[src/rtl/sm4_axis8_unpad.sv]
// PKCS#7 unpadder for a decrypted SM4 byte stream; 17-byte hold-back, 1-cycle registered output.
// Backpressure: s_axis_tready drops only while draining a frame. SM4_UNPAD_STRICT_CHECK_EN = full pad-byte check.
module sm4_axis8_unpad (
  input  logic       clk,
  input  logic       rst,
  input  logic [7:0] s_axis_tdata,
  input  logic       s_axis_tvalid,
  input  logic       s_axis_tlast,
  input  logic [7:0] s_axis_tuser,
  output logic       s_axis_tready,
  output logic [7:0] m_axis_tdata,
  output logic       m_axis_tvalid,
  output logic       m_axis_tlast,
  output logic [7:0] m_axis_tuser,
  output logic       pad_err,
  output logic       pad_empty
);

  typedef enum logic [1:0] {IDLE = 2'd0, FILL = 2'd1, STREAM = 2'd2, FLUSH = 2'd3} state_t;

  state_t      state, state_nxt;
  logic [15:0] hold_q [17];   // {tuser, tdata}; newest at index 0
  logic [4:0]  cnt, cnt_nxt, rem, rem_nxt, held, rem_last;
  logic [13:0] len, len_nxt, len_inc;
  logic        err_q, err_nxt;
  logic        accept, shift, len_ok, p_ok, bytes_ok, pad_good;
  logic        o_vld, o_last, o_err, o_empty;
  logic [15:0] oldest;

  assign s_axis_tready = (state != FLUSH);
  assign accept        = s_axis_tvalid & s_axis_tready;
  assign len_inc       = (len == 14'h3fff) ? len : len + 14'd1;
  assign len_ok        = (len_inc[3:0] == 4'd0) && (len_inc >= 14'd16);
  assign p_ok          = (s_axis_tdata >= 8'd1) && (s_axis_tdata <= 8'd16);
  assign pad_good      = len_ok & p_ok & bytes_ok;
  // Bytes still owed from t+1 once tlast is taken, counting the incoming byte.
  assign held          = cnt + 5'd1;
  assign rem_last      = pad_good ? held - s_axis_tdata[4:0] : held;
  assign oldest        = (cnt == 5'd0) ? {s_axis_tuser, s_axis_tdata} : hold_q[cnt - 5'd1];

`ifdef SM4_UNPAD_STRICT_CHECK_EN
  always_comb begin
    bytes_ok = 1'b1;
    for (int i = 1; i < 16; i++) begin
      if ((8'(i) < s_axis_tdata) && (hold_q[i-1][7:0] != s_axis_tdata)) bytes_ok = 1'b0;
    end
  end
`else
  assign bytes_ok = 1'b1;
`endif

  always_comb begin
    state_nxt = state;
    cnt_nxt   = cnt;
    rem_nxt   = rem;
    len_nxt   = len;
    err_nxt   = err_q;
    shift     = 1'b0;
    o_vld     = 1'b0;
    o_last    = 1'b0;
    o_err     = 1'b0;
    o_empty   = 1'b0;
    case (state)
      IDLE, FILL, STREAM: begin
        if (accept) begin
          shift   = 1'b1;
          len_nxt = len_inc;
          if (s_axis_tlast) begin
            if (rem_last == 5'd0) begin
              o_empty   = 1'b1;
              state_nxt = IDLE;
              cnt_nxt   = 5'd0;
              len_nxt   = 14'd0;
            end else if (rem_last == 5'd1) begin
              o_vld     = 1'b1;
              o_last    = 1'b1;
              o_err     = ~pad_good;
              state_nxt = IDLE;
              cnt_nxt   = 5'd0;
              len_nxt   = 14'd0;
            end else begin
              // Oldest byte leaves now, incoming byte takes its slot: cnt unchanged.
              o_vld     = 1'b1;
              err_nxt   = ~pad_good;
              rem_nxt   = rem_last - 5'd1;
              state_nxt = FLUSH;
            end
          end else if (state == STREAM) begin
            o_vld = 1'b1;
          end else begin
            cnt_nxt   = cnt + 5'd1;
            state_nxt = (cnt == 5'd16) ? STREAM : FILL;
          end
        end
      end
      FLUSH: begin
        o_vld   = 1'b1;
        cnt_nxt = cnt - 5'd1;
        rem_nxt = rem - 5'd1;
        if (rem == 5'd1) begin
          o_last    = 1'b1;
          o_err     = err_q;
          err_nxt   = 1'b0;
          state_nxt = IDLE;
          cnt_nxt   = 5'd0;
          len_nxt   = 14'd0;
        end
      end
      default: state_nxt = IDLE;
    endcase
  end

  always_ff @(posedge clk) begin
    if (rst) state <= IDLE;
    else     state <= state_nxt;
  end

  always_ff @(posedge clk) begin
    if (rst) begin
      cnt           <= 5'd0;
      rem           <= 5'd0;
      len           <= 14'd0;
      err_q         <= 1'b0;
      m_axis_tvalid <= 1'b0;
      m_axis_tlast  <= 1'b0;
      m_axis_tdata  <= 8'd0;
      m_axis_tuser  <= 8'd0;
      pad_err       <= 1'b0;
      pad_empty     <= 1'b0;
      for (int i = 0; i < 17; i++) hold_q[i] <= 16'd0;
    end else begin
      cnt           <= cnt_nxt;
      rem           <= rem_nxt;
      len           <= len_nxt;
      err_q         <= err_nxt;
      m_axis_tvalid <= o_vld;
      m_axis_tlast  <= o_last;
      m_axis_tdata  <= o_vld ? oldest[7:0] : 8'd0;
      m_axis_tuser  <= o_vld ? oldest[15:8] : 8'd0;
      pad_err       <= o_err;
      pad_empty     <= o_empty;
      if (shift) begin
        hold_q[0] <= {s_axis_tuser, s_axis_tdata};
        for (int i = 1; i < 17; i++) hold_q[i] <= hold_q[i-1];
      end
    end
  end

endmodule

[config.mk]
export PLATFORM = sky130hd
export DESIGN_NAME = sm4_axis8_unpad
export DESIGN_NICKNAME = d
export VERILOG_FILES = /design/src/rtl/sm4_axis8_unpad.sv
export SDC_FILE = /design/constraint.sdc
export NUM_CORES = 1
export LEC_CHECK = 0
export CORE_MARGIN = 10
export CORE_UTILIZATION = 40
export DETAILED_ROUTE_END_ITERATION = 8
export GPL_TIMING_DRIVEN = 0
export HOLD_SLACK_MARGIN = 0.02
export PLACE_DENSITY = 0.64
export SYNTH_ARGS = -nofsm -noshare
export SYNTH_HDL_FRONTEND = slang
export SYNTH_SLANG_ARGS = --single-unit
[constraint.sdc]
create_clock -name clk -period 21.4 [get_ports clk]
set_input_delay 4.28 -clock clk [delete_from_list [all_inputs] [get_ports clk]]
set_output_delay 4.28 -clock clk [all_outputs]
set_load 0.05 [all_outputs]
# Word level (Yosys, flattened, before mapping)
# Memory sizes are Yosys's and may differ from the RTL's.
# Index checks and enable logic that the tools add are counted.
dict set report op_classes {
  add_sub_neg 6
  n_lt_le_gt_ge 3
  n_eq_ne 15
  n_mux 77
  n_bitwise 24
  reduce_logical 14
}
# op count
set op_table {}
lappend op_table {{16-bit two-way mux} 18}
lappend op_table {{14-bit two-way mux} 6}
lappend op_table {{5-bit two-way mux} 11}
lappend op_table {{14-bit one-hot mux with 2 select lines} 1}
lappend op_table {{1-bit two-way mux} 27}
lappend op_table {{5-bit one-hot mux with 2 select lines} 2}
lappend op_table {{1-bit OR} 17}
lappend op_table {{5-bit by 1-bit subtractor with 5-bit output (second input constant)} 3}
lappend op_table {{14-bit by 1-bit adder with 14-bit output (second input constant)} 1}
lappend op_table {{14-bit == test (second input constant)} 1}
lappend op_table {{14-bit by 5-bit >= comparator with 1-bit output (second input constant)} 1}
lappend op_table {{2-bit two-way mux} 7}
lappend op_table {{2-bit inequality test (second input constant)} 6}
lappend op_table {{5-bit by 1-bit == test with 1-bit output (second input constant)} 2}
lappend op_table {{5-bit logical NOT} 2}
lappend op_table {{8-bit by 1-bit >= comparator with 1-bit output (second input constant)} 1}
lappend op_table {{8-bit by 5-bit less-or-equal comparator with 1-bit output (second input constant)} 1}
lappend op_table {{1-bit one-hot mux with 2 select lines} 4}
lappend op_table {{3-bit AND reduction} 2}
lappend op_table {{5-bit by 1-bit adder with 5-bit output (second input constant)} 1}
lappend op_table {{5-bit == test (second input constant)} 1}
lappend op_table {{1-bit NOT} 5}
lappend op_table {{5-bit AND reduction} 1}
lappend op_table {{5-bit subtractor} 1}
lappend op_table {{other kinds (14)} 17}
dict set report word_totals {
  regBits 47
  ramBits 272
  inputBits 20
  out_inout_bits 21
  wordCells 151
  mem_count 1
}
# name words width read_ports rd_clocked_by_memory_dff write_ports line
set mem_list {}
lappend mem_list {hold_q 17 16 17 0 17 22} ;# logic [15:0] hold_q [17];

# Logic depth before layout (Yosys ltp)
dict set report depth {
  word_depth 13
  mapped_depth 17
  mapped_depth_nobuf 14
}

# Worst setup path before layout
# Ideal clock, no wire load.
dict set report synth_timing {
  path_kind {input to register}
  from {in rst}
  to {mem hold_q[0][0], enable pin}
  setup_time_ns 2.063
  arrival_ns 9.593
  t_required_ns 19.337
  setup_slack_ns 9.744
  cell_stages 5
  path_buffers 3
  path_cell_list {clkbuf_1 clkinv_1 clkbuf_1 clkbuf_1 nand2_1}
}
# element line
set synth_lines {}
lappend synth_lines {{start: declaration} 5} ;# input logic rst,
lappend synth_lines {{end: declaration} 22}

# Worst setup path after layout
dict set report layout_timing {
  from {in s_axis_tdata[0]}
  to {reg len[1]}
}
dict set report layout_between {
  elab_chain_cells 10
  word_cells_on_any_way 13
  classes_between {add/sub (1); order compare (2); eq/ne (1); mux (6); bitwise (1); reduce/logical (2)}
}
# element line
set layout_rtl {}
lappend layout_rtl {{start: declaration} 6} ;# input logic [7:0] s_axis_tdata,
lappend layout_rtl {{8-bit by 1-bit >= comparator with 1-bit output / 8-bit by 5-bit less-or-equal comparator with 1-bit output (equally long branches)} 34} ;# assign p_ok = (s_axis_tdata >= 8'd1) && (s_axis_tdata <= 8'd16);
lappend layout_rtl {{1-bit logical AND} 34}
lappend layout_rtl {{1-bit AND} 35} ;# assign pad_good = len_ok & p_ok & bytes_ok;
lappend layout_rtl {{5-bit two-way mux (*)} 38} ;# assign rem_last = pad_good ? held - s_axis_tdata[4:0] : held;
lappend layout_rtl {{5-bit by 1-bit == test with 1-bit output} 74} ;# end else if (rem_last == 5'd1) begin
lappend layout_rtl {{14-bit two-way mux} 74}
lappend layout_rtl {{14-bit two-way mux (*)} 69} ;# if (rem_last == 5'd0) begin
lappend layout_rtl {{14-bit two-way mux (*)} 68} ;# if (s_axis_tlast) begin
lappend layout_rtl {{14-bit two-way mux (*)} 65} ;# if (accept) begin
lappend layout_rtl {{14-bit one-hot mux with 2 select lines (*)} 63} ;# case (state)
lappend layout_rtl {{end signal: assignment} 134} ;# len <= len_nxt;
lappend layout_rtl {{end: declaration} 24} ;# logic [13:0] len, len_nxt, len_inc;
# Mark *: on every way between the ends. The rest lies on a longest branch, timed or not. The select of a mux whose other input is x is not followed.
# A chain may end at the register's enable or synchronous reset.

==> metrics.yaml <==
die_area_um2: 46610
fin_area_um2: 17650
synth_cell_types: 66
drt_first_pass_iters: 6
cts-resized-gates: 0
fin_worst_skew_ns: 0.01294
synth_area_leaders: "edfxtp_1, mux4_2, and3_1"
ys_seq_area_frac: 0.5935
portBuffers: 38
dpl_worst_slack_ns: 13.10
grt_max_degree: 74
grt_pass1_wl_um: 62000
min_from: "err_q"
cts_sinks: 319
placementRows: 71
htreeDepth: 2
arrival_ns: 8.45
dpl.hpwl_um: 29890
grt_setup_unrepaired: "false"
relSlewSlack: 0.1587
grt_pass1_vias: 9999
setup_tns_ns: 0
r2r_start: "cnt[0]"
wl_per_cell_um: 23.26
drv_cap: 0
syn_avg_cell_area_um2: 13.61
start_kind: "input port"
power.total_mw: 1.626
slew_viol_final: 0
layout_common_cells: "and3_1, edfxtp_1, clkbuf_1"
io-pin-count: 41
critPathRequiredTime_ns: 21.82
via_per_inst: 5.849
path_max_fanout: 10
synth-edff-count: 272
cts_tree: "yes"
numCtsBuffers: 35
nNetsFinal: 1241
drt-initial-drc-count: 1069
cts_buffer_depth: 3
status: "complete, no violations"
max_freq_ghz: 0.1246
final_common_cell: "and3_1"
crit_path_end_kind: "flip-flop"
drtAntennaViolNets: 0
grt_usage: 0.1709
drive_gt1_frac: 0.1321
ys.flop_type: "edfxtp_1"
synth_top_area_frac: 0.5322
antenna_found_initial: 2
irDropWorstVdd_mv: 0.04014
post_dp_cell_area_um2: 16510
syn2layout_area_growth_pct: 14.99
routed_wirelength_um: 40590
timing.final.crit_share: 0.3750
post_cts_buffers: 0
insertion_delay_ns: 0.51
hold_violations: 0
hold_buffers: 0
worst-setup-path-type: "in2reg"
root_buffer: "clkbuf_16"
drc: 0
n_antenna_cell: 0
place_congestion: 0.8425
start_util: 0.4065
p_leak_nw: 7.231
netlist_instances: 1128
finalSetupViolCount: 0
tightest_slew_ns: 1.259
synth_area_um2: 15350
dr_total_vias: 10210
synth_warnings: 0
p_per_area_nw_per_um2: 92.15
min_period_ns: 8.025
core_um2: 37760
ys_seq_elements: 319
worst_slack_ns: 13.38
grt-ovfl-total: 0
reg2reg_slack_ns: 15.93
yosys.area.top_type: "edfxtp_1"
min_path_type: "reg2reg"
die_x_um: 215.9
synth-async-reset-ratio: 0
clkTransAtPathRegs_ns: 0.06
die_h_um: 215.9
synth_fp_nets: 1161
startpoint: "s_axis_tdata[0]"
[final timing paths]
path,endpoint,depth (start not counted)
setup reg to reg,m_axis_tuser[4],12
hold reg to reg,pad_err,2
hold / removal,pad_err,2
setup / recovery,len[1],15
[per-layer routing]
layer,up-vias,global-route usage,part of all wire
met3,61,0.03608,0.091
met2,402,0.2655,0.46
met5,-,0,0.00089
met1,5150,0.2401,0.43
li1,4590,-,-
met4,4,0.04037,0.021
[power breakdown]
part | switching (mW) | internal, mW
registers | 0.0216 | 0.719
logic | 0.170 | 0.117
clock network | 0.250 | 0.349
total | 0.442 | 1.18
[critical path: stages]
cell,delay (ns)
clkdlybuf4s50_1,0.68
nor4_1,0.90
xnor2_1,0.11
and3_1,0.21
o211ai_1,0.10
o21bai_2,0.16
buf_6,0.18
mux2_2,0.40
ha_1,0.24
nor2_1,0.19
nor2_1,0.13
a21oi_4,0.28
buf_2,0.28
nand3b_1,0.10
a31oi_1,0.19
[kinds of logic after synthesis]
| group | share of synthesized area |
|---|---|
| AND/OR/NAND/NOR | 0.1656 |
| flip-flops | 0.5935 |
| buffers and inverters | 0.03359 |
| AO/OA/AOI/OAI | 0.05128 |
| multiplexers | 0.1352 |
| XOR/XNOR | 0.009701 |
| adder cells (fa/ha/maj) | 0.01109 |
[area by class of cell]
class | count | area, um2
inverters | 20 | 75.07
fillers | 3332 | 20110
clock inverters | 12 | 73.82
clock buffers | 51 | 1070
plain buffers | 110 | 440.4
well taps | 511 | 639.4
multi-input cells | 679 | 5739
repair buffers | 43 | 503.0
flip-flops and latches | 319 | 9109
[flip-flops by register name, indices dropped and copies added, names as in the netlist]
register and count:
cnt 5, err_q 1, hold_q 272, len 14, m_axis_tdata 8, m_axis_tlast 1, m_axis_tuser 8, m_axis_tvalid 1
pad_empty 1, pad_err 1, rem 5, state 2
[stage by stage]
stage	hold WS (ns)	util	instances
2_1_floorplan	0.4460	-	1128
3_3_place_gp	0.4827	0.4335	1677
3_5_place_dp	0.4686	0.4372	1682
4_1_cts	0.4832	0.4675	1745
5_1_grt	0.5223	0.4675	1745
6_report	0.4834	0.4675	1745
[cell usage after synthesis (all sizes together) (3+ instances only)]
cell type and number:
a211oi 34, a21o 3, a21oi 19, a22oi 3
a31oi 5, and2 6, and3 276, buf 16
clkbuf 94, dfxtp 47, edfxtp 272, ha 12
inv 18, mux2i 25, mux4 80, nand2 35
nand3 24, nand4 10, nor2 33, nor2b 18
nor3 11, nor3b 3, nor4 8, o211ai 5
o21ai 12, xnor2 9, xor2 8
Note: power is estimated with default switching activity, not from simulation.
